$ cat src/rtl/mem_stage_pkg.sv
// Shared types and constants for the MEM stage: FSM encoding and write-back control layout.
package mem_stage_pkg;

  typedef enum logic [1:0] {
    S_IDLE = 2'd0,
    S_WAIT = 2'd1,
    S_DONE = 2'd2
  } mem_state_e;

  localparam int WB_REGWRITE = 0;
  localparam int WB_MEMTOREG = 1;

  localparam logic [1:0] WB_BUBBLE = 2'b00;

endpackage

$ cat src/rtl/mem_access_stage_if.sv
// Data-memory request/ack bus between the MEM stage (master) and the data memory (slave).
interface mem_access_stage_if #(
  parameter int ADDR_W = 32,
  parameter int DATA_W = 32
);
  // Handshake: master raises mem_req_o with we/addr/wdata and holds them stable until the
  // slave returns a one-cycle mem_ack_i pulse; mem_rdata_i is valid only in that ack cycle.
  logic              mem_req_o;
  logic              mem_we_o;
  logic [ADDR_W-1:0] mem_addr_o;
  logic [DATA_W-1:0] mem_wdata_o;
  logic              mem_ack_i;
  logic [DATA_W-1:0] mem_rdata_i;

  modport master (
    output mem_req_o, mem_we_o, mem_addr_o, mem_wdata_o,
    input  mem_ack_i, mem_rdata_i
  );

  modport slave (
    input  mem_req_o, mem_we_o, mem_addr_o, mem_wdata_o,
    output mem_ack_i, mem_rdata_i
  );
endinterface

$ cat src/rtl/mem_wb_reg.sv
// MEM/WB pipeline register: loads a full instruction or a bubble (controls cleared, data held).
module mem_wb_reg
  import mem_stage_pkg::*;
#(
  parameter int DATA_W = 32
) (
  input  logic              clk_i,
  input  logic              rst_i,
  input  logic              bubble_i,
  input  logic [1:0]        wb_i,
  input  logic [4:0]        rd_i,
  input  logic [DATA_W-1:0] alu_i,
  input  logic [DATA_W-1:0] mem_i,
  output logic [1:0]        wb_o,
  output logic [4:0]        rd_o,
  output logic [DATA_W-1:0] alu_o,
  output logic [DATA_W-1:0] mem_o
);

  always_ff @(posedge clk_i or negedge rst_i) begin
    if (!rst_i) begin
      wb_o  <= WB_BUBBLE;
      rd_o  <= '0;
      alu_o <= '0;
      mem_o <= '0;
    end else if (bubble_i) begin
      wb_o <= WB_BUBBLE;
    end else begin
      wb_o  <= wb_i;
      rd_o  <= rd_i;
      alu_o <= alu_i;
      mem_o <= mem_i;
    end
  end

endmodule

$ cat src/rtl/mem_access_stage.sv
// MEM stage: issues variable-latency data-memory accesses, stalls upstream while one is
// outstanding, flags timeouts/misalignment, and feeds the MEM/WB register.
module mem_access_stage
  import mem_stage_pkg::*;
#(
  parameter int MAX_WAIT = 15,
  parameter int ADDR_W   = 32,
  parameter int DATA_W   = 32
) (
  input  logic              clk_i,
  input  logic              rst_i,
  input  logic [1:0]        WB_i,
  input  logic              MemRead_i,
  input  logic              MemWrite_i,
  input  logic [4:0]        RDaddr_i,
  input  logic [DATA_W-1:0] ALUdata_i,
  input  logic [DATA_W-1:0] data_i,
  mem_access_stage_if.master mem_bus,
  output logic              stall_o,
  output logic [1:0]        WB_o,
  output logic              FW_o,
  output logic [4:0]        RDaddr_o,
  output logic [DATA_W-1:0] ALUdata_o,
  output logic [DATA_W-1:0] MEMdata_o,
  output logic              err_o,
  output mem_state_e        state_o
);

  localparam logic [7:0] LAST_WAIT = 8'(MAX_WAIT - 1);

  mem_state_e        state_q, state_d;
  logic [7:0]        cnt_q;
  logic              req_q, we_q, err_q;
  logic [ADDR_W-1:0] addr_q;
  logic [DATA_W-1:0] wdata_q, cap_q;

  logic              access, aligned;
  logic              stall_c, bubble, start, finish, capture, err_set, cnt_inc;
  logic [DATA_W-1:0] wb_mem_data;

  assign access  = MemRead_i | MemWrite_i;
  assign aligned = (ALUdata_i[1:0] == 2'b00);

  always_comb begin
    state_d     = state_q;
    stall_c     = 1'b0;
    bubble      = 1'b1;
    wb_mem_data = cap_q;
    start       = 1'b0;
    finish      = 1'b0;
    capture     = 1'b0;
    err_set     = 1'b0;
    cnt_inc     = 1'b0;
    case (state_q)
      S_IDLE: begin
        wb_mem_data = '0;
        if (access && aligned) begin
          stall_c = 1'b1;
          start   = 1'b1;
          state_d = S_WAIT;
        end else begin
          // Misaligned accesses retire like ALU ops; a store is simply dropped.
          bubble  = 1'b0;
          err_set = access;
        end
      end
      S_WAIT: begin
        stall_c = 1'b1;
        if (mem_bus.mem_ack_i) begin
          finish  = 1'b1;
          capture = !we_q;
          state_d = S_DONE;
        end else if (cnt_q == LAST_WAIT) begin
          finish  = 1'b1;
          err_set = 1'b1;
          state_d = S_DONE;
        end else begin
          cnt_inc = 1'b1;
        end
      end
      S_DONE: begin
        bubble  = 1'b0;
        state_d = S_IDLE;
      end
      default: state_d = S_IDLE;
    endcase
  end

  always_ff @(posedge clk_i or negedge rst_i) begin
    if (!rst_i) begin
      state_q <= S_IDLE;
      cnt_q   <= '0;
      req_q   <= 1'b0;
      we_q    <= 1'b0;
      addr_q  <= '0;
      wdata_q <= '0;
      cap_q   <= '0;
      err_q   <= 1'b0;
    end else begin
      state_q <= state_d;
      err_q   <= err_q | err_set;
      if (start) begin
        req_q   <= 1'b1;
        we_q    <= MemWrite_i;
        addr_q  <= ADDR_W'(ALUdata_i);
        wdata_q <= data_i;
        cnt_q   <= '0;
        cap_q   <= '0;
      end
      if (finish)  req_q <= 1'b0;
      if (capture) cap_q <= mem_bus.mem_rdata_i;
      if (cnt_inc) cnt_q <= cnt_q + 8'd1;
    end
  end

  mem_wb_reg #(.DATA_W(DATA_W)) u_mem_wb (
    .clk_i    (clk_i),
    .rst_i    (rst_i),
    .bubble_i (bubble),
    .wb_i     (WB_i),
    .rd_i     (RDaddr_i),
    .alu_i    (ALUdata_i),
    .mem_i    (wb_mem_data),
    .wb_o     (WB_o),
    .rd_o     (RDaddr_o),
    .alu_o    (ALUdata_o),
    .mem_o    (MEMdata_o)
  );

  assign mem_bus.mem_req_o   = req_q;
  assign mem_bus.mem_we_o    = we_q;
  assign mem_bus.mem_addr_o  = addr_q;
  assign mem_bus.mem_wdata_o = wdata_q;

  // Gated by reset so upstream is never frozen while the stage is held in reset.
  assign stall_o = stall_c & rst_i;
  assign FW_o    = WB_o[WB_REGWRITE];
  assign err_o   = err_q;
  assign state_o = state_q;

endmodule

$ cat src/flat_wrapper.sv
// flat-port wrapper written by rule: the top's interface ports become plain ports
module mem_access_stage_flat import mem_stage_pkg::*;
#(
  parameter int MAX_WAIT = 15,
  parameter int ADDR_W   = 32,
  parameter int DATA_W   = 32
)
  (clk_i, rst_i, WB_i, MemRead_i, MemWrite_i, RDaddr_i, ALUdata_i, data_i, stall_o, WB_o, FW_o, RDaddr_o, ALUdata_o, MEMdata_o, err_o, state_o, mem_bus_mem_req_o, mem_bus_mem_we_o, mem_bus_mem_addr_o, mem_bus_mem_wdata_o, mem_bus_mem_ack_i, mem_bus_mem_rdata_i);
  mem_access_stage_if #(.ADDR_W(ADDR_W), .DATA_W(DATA_W)) mem_bus_i ();
  input  logic clk_i;
  input  logic rst_i;
  input  logic [1:0] WB_i;
  input  logic MemRead_i;
  input  logic MemWrite_i;
  input  logic [4:0] RDaddr_i;
  input  logic [DATA_W-1:0] ALUdata_i;
  input  logic [DATA_W-1:0] data_i;
  output logic stall_o;
  output logic [1:0] WB_o;
  output logic FW_o;
  output logic [4:0] RDaddr_o;
  output logic [DATA_W-1:0] ALUdata_o;
  output logic [DATA_W-1:0] MEMdata_o;
  output logic err_o;
  output mem_state_e state_o;
  output wire logic [$bits(mem_bus_i.mem_req_o)-1:0] mem_bus_mem_req_o;
  output wire logic [$bits(mem_bus_i.mem_we_o)-1:0] mem_bus_mem_we_o;
  output wire logic [$bits(mem_bus_i.mem_addr_o)-1:0] mem_bus_mem_addr_o;
  output wire logic [$bits(mem_bus_i.mem_wdata_o)-1:0] mem_bus_mem_wdata_o;
  input wire logic [$bits(mem_bus_i.mem_ack_i)-1:0] mem_bus_mem_ack_i;
  input wire logic [$bits(mem_bus_i.mem_rdata_i)-1:0] mem_bus_mem_rdata_i;
  assign mem_bus_mem_req_o = mem_bus_i.mem_req_o;
  assign mem_bus_mem_we_o = mem_bus_i.mem_we_o;
  assign mem_bus_mem_addr_o = mem_bus_i.mem_addr_o;
  assign mem_bus_mem_wdata_o = mem_bus_i.mem_wdata_o;
  assign mem_bus_i.mem_ack_i = mem_bus_mem_ack_i;
  assign mem_bus_i.mem_rdata_i = mem_bus_mem_rdata_i;
  mem_access_stage #(.MAX_WAIT(MAX_WAIT), .ADDR_W(ADDR_W), .DATA_W(DATA_W)) u_core (.clk_i(clk_i), .rst_i(rst_i), .WB_i(WB_i), .MemRead_i(MemRead_i), .MemWrite_i(MemWrite_i), .RDaddr_i(RDaddr_i), .ALUdata_i(ALUdata_i), .data_i(data_i), .mem_bus(mem_bus_i), .stall_o(stall_o), .WB_o(WB_o), .FW_o(FW_o), .RDaddr_o(RDaddr_o), .ALUdata_o(ALUdata_o), .MEMdata_o(MEMdata_o), .err_o(err_o), .state_o(state_o));
endmodule
$ cat config.mk
export PLATFORM = sky130hd
export DESIGN_NAME = mem_access_stage_flat
export DESIGN_NICKNAME = d
export VERILOG_FILES = /design/src/rtl/mem_stage_pkg.sv /design/src/rtl/mem_access_stage_if.sv /design/src/rtl/mem_wb_reg.sv /design/src/rtl/mem_access_stage.sv /design/src/flat_wrapper.sv
export SDC_FILE = /design/constraint.sdc
export NUM_CORES = 1
export LEC_CHECK = 0
export ABC_CLOCK_PERIOD_IN_PS = 1900
export CAP_MARGIN = 25
export CORE_MARGIN = 10
export CORE_UTILIZATION = 41
export CTS_BUF_LIST = sky130_fd_sc_hd__clkbuf_16
export CTS_CLUSTER_DIAMETER = 200
export DETAILED_ROUTE_END_ITERATION = 7
export PLACE_DENSITY = 0.77
export SYNTH_ARGS = -nofsm -noshare
export SYNTH_HDL_FRONTEND = slang
export SYNTH_SLANG_ARGS = --single-unit
$ cat constraint.sdc
create_clock -name clk_i -period 1.9 [get_ports clk_i]
set_clock_uncertainty 0.2 [all_clocks]
set_input_delay 0.285 -clock clk_i [delete_from_list [all_inputs] [get_ports clk_i]]
set_output_delay 0.285 -clock clk_i [all_outputs]
set_load 0.1 [all_outputs]
==> results.yml <==
outcome:
  status: "finished, violations left"
  violations: "negative setup slack"
synthesis:
  synth_top_area_share_pct: 63.2
  ys_seq_elements: 180
  ys.flop_type: "dfrtp_1"
  synth_nets: 809
  postSynthAreaPerCell_um2: 10.2
  ys_warn_count: 0
  synth_edf_count: 0
  syn_inst: 699
  synth_largest_area_cell: "dfrtp_1"
  syn_area_mm2: 0.00713
  ys_async_sr_fraction_pct: 100
  synth_commonest_cells: "318 x nand2_1, 180 x dfrtp_1, 37 x mux2_2"
  ys_seq_area_share_pct: 63.2
  netlist_top_cells_area: "dfrtp_1 63%, nand2_1 17%, mux2_2 5.8%, nand3_1 2.5%, o21ai_0 2.5%"
  yosysMostFrequentCell: "nand2_1"
  ys_types: 41
die:
  fp.coreArea_mm2: 0.0172
  io_pins: 250
  dieHeight_um: 152
  num_rows: 48
  die_x_um: 152
  start_util_pct: 41.5
  die-area_mm2: 0.0231
routing:
  routedWlPerCell_um: 20.8
  drc: 0
  routed_via_density: 4.98
  vias: 6227
  first_pass_iters: 5
  ant_nets: 0
  route.final.wire_length_mm: 26.0
  drtIter0Drc: 464
placed_design:
  port-buffer-count: 249
  place_area_mm2: 0.0119
  pre_cts_ws_ns: -0.395
  gp_congestion: 0.773
  hpwlAfterDp_mm: 17.8
  dpl.cell_count: 1178
global_route:
  grt-ovfl-total: 0
  grt_usage_pct: 21.6
  grt_max_degree: 74
  antenna_found_initial: 1
  grt_pass1_wl_mm: 39.5
  grt_pass1_vias: 6559
power_and_ir_drop:
  cellPowerDensity_mw_per_mm2: 1280
  leakagePower_nw: 6.32
  ir_drop_uv: 811
  p_total_mw: 17.0
finish:
  drive_gt1_share_pct: 36.6
  fin_util_pct: 77.4
  fill_cells: 984
  multi_input_area_mm2: 0.00281
  layout.nets: 1120
  stdcell_count: 1250
  postLayoutCellArea_mm2: 0.0133
  seq_area_mm2: 0.00451
  syn_to_final_growth_pct: 86.4
clock_tree:
  cts.clk_slew.worst_paths_ns: 0.07
  cts_tree: "built"
  clockBufferDepth: 2
  clk-insertion-delay-late_ns: 0.42
  cts_buffers: 17
  cts_max_level: 4
  cts.sinks: 180
  root_buffer: "clkbuf_16"
sta:
  setup_viol: 176
  finalCritPeriodShare_pct: 125
  hold_viol: 0
  relSlewSlack_pct: 69.1
  tightestPinTransition_ns: 0.463
  worst_slack_ns: -0.466
  slew_viol_final: 0
  fmax_mhz: 423
  tns_ns: -64.18
  rsz0062_at_grt: "yes"
  timing.hold.ws_ns: 0.0582
  period_needed_ns: 2.37
critical_path:
  crit_chain: "o21bai_4 -> buf_4 -> buf_6 -> or4_4 -> bufbuf_16 -> nand2_1 -> nand2_1"
  cp.arrival_ns: 2.47
  crit_type: "reg2reg"
  path_common_cell: "nand2_1"
  cp-start-kind: "register"
  cp_max_fo: 9
  end_kind: "register"
  cpLargestDelayFamily: "simple AND/OR/NAND/NOR gates"
  cpPeakStageDelay_ns: 0.64
  crit_required_ns: 2.00
  crit_buf_inv: 3
  crit_slowest_cell: "or4_4"
job:
  cap_violations: 0
hold_path:
  min_path_type: "in2async"
-- final cells by class --
cell class,count,share of cell area (%)
clock inverter,15,0.998
multi-input combinational,474,21.2
antenna,2,0.0376
clock buffer,17,3.20
sequential,180,33.9
inverter,5,0.141
tap,225,2.12
timing repair buffer,332,38.4
-- power by group --
| part | switching [mW] | total, mW | internal, mW |
|---|---|---|---|
| clock network | 1.56 | 3.37 | 1.82 |
| logic | 5.19 | 8.37 | 3.17 |
| registers | 0.748 | 5.27 | 4.52 |
-- sequential cells by signal, summed over array words and instances (netlist names), 2 cells and up --
register and cells:
u_core.mem_bus.mem_addr_o 32, u_core.u_mem_wb.mem_o 32, u_core.state_o 2, u_core.cnt_q 8, u_core.mem_bus.mem_wdata_o 32, u_core.u_mem_wb.alu_o 32
u_core.u_mem_wb.rd_o 5, u_core.cap_q 32, u_core.u_mem_wb.wb_o 2
-- worst paths after layout --
path	slack, ns	startpoint	cells past startpoint	to
worst min register to register	0.30	u_core.cap_q[28]	2	u_core.cap_q[28]
worst max-delay path	-0.47	u_core.state_o[0]	7	u_core.mem_bus.mem_addr_o[6]
worst min-delay path	0.06	rst_i	2	u_core.mem_bus.mem_addr_o[3]
worst max register to register	-0.47	u_core.state_o[0]	7	u_core.mem_bus.mem_addr_o[6]
min in group clk_i	0.18	mem_bus_mem_rdata_i[13]	3	u_core.cap_q[13]
max in group asynchronous	0.70	rst_i	3	u_core.state_o[0]
-- cells in the final DEF, fill, tap and decap left out, types with 4 or more instances in the layout --
master,Yosys,routed
buf_4,9,36
nand2_2,0,28
nor2_1,5,5
buf_12,0,157
inv_1,5,6
buf_6,6,10
clkbuf_16,0,23
buf_8,0,7
o21ai_1,0,33
nand2_1,318,289
clkdlybuf4s50_1,0,106
mux2_4,0,36
dfrtp_1,180,177
buf_16,0,8
clkinv_2,0,4
nand3_2,0,34
and3_1,6,4
-- worst register-to-register path, stage by stage (launching register included) --
cell	delay, ns
dfrtp_4	0.47
o21bai_4	0.20
buf_4	0.14
buf_6	0.12
or4_4	0.64
bufbuf_16	0.34
nand2_1	0.07
nand2_1	0.08
-- what timing repair did --
item / 4_1_cts / 5_1_grt
hold buffers: 1 / 0
pin swaps: 3 / 5
setup buffers: 14 / 13
endpoints found under the setup margin: 71 / 176
endpoints found under the hold margin: 180 / 0
resized for setup: 37 / 75
cloned: 9 / 6
-- per-layer routing --
metal  vias to the layer above  share of wire, %  GRT usage [%]
li1                       2893                 -              -
met1                      3042                40           25.7
met2                       252                52           36.5
met3                        40               5.4           5.31
met4                         0               2.7           9.08
met5                         -                 0              0
-- kinds of logic after synthesis --
group / count (synthesis) / share of synthesized area (%)
compound gates: 49 / 4.35
fa+ha+maj: 2 / 0.351
simple gates: 385 / 22.5
mux: 38 / 5.98
buf+inv: 45 / 3.70
flops: 180 / 63.2
(Power assumes the default switching activity.)
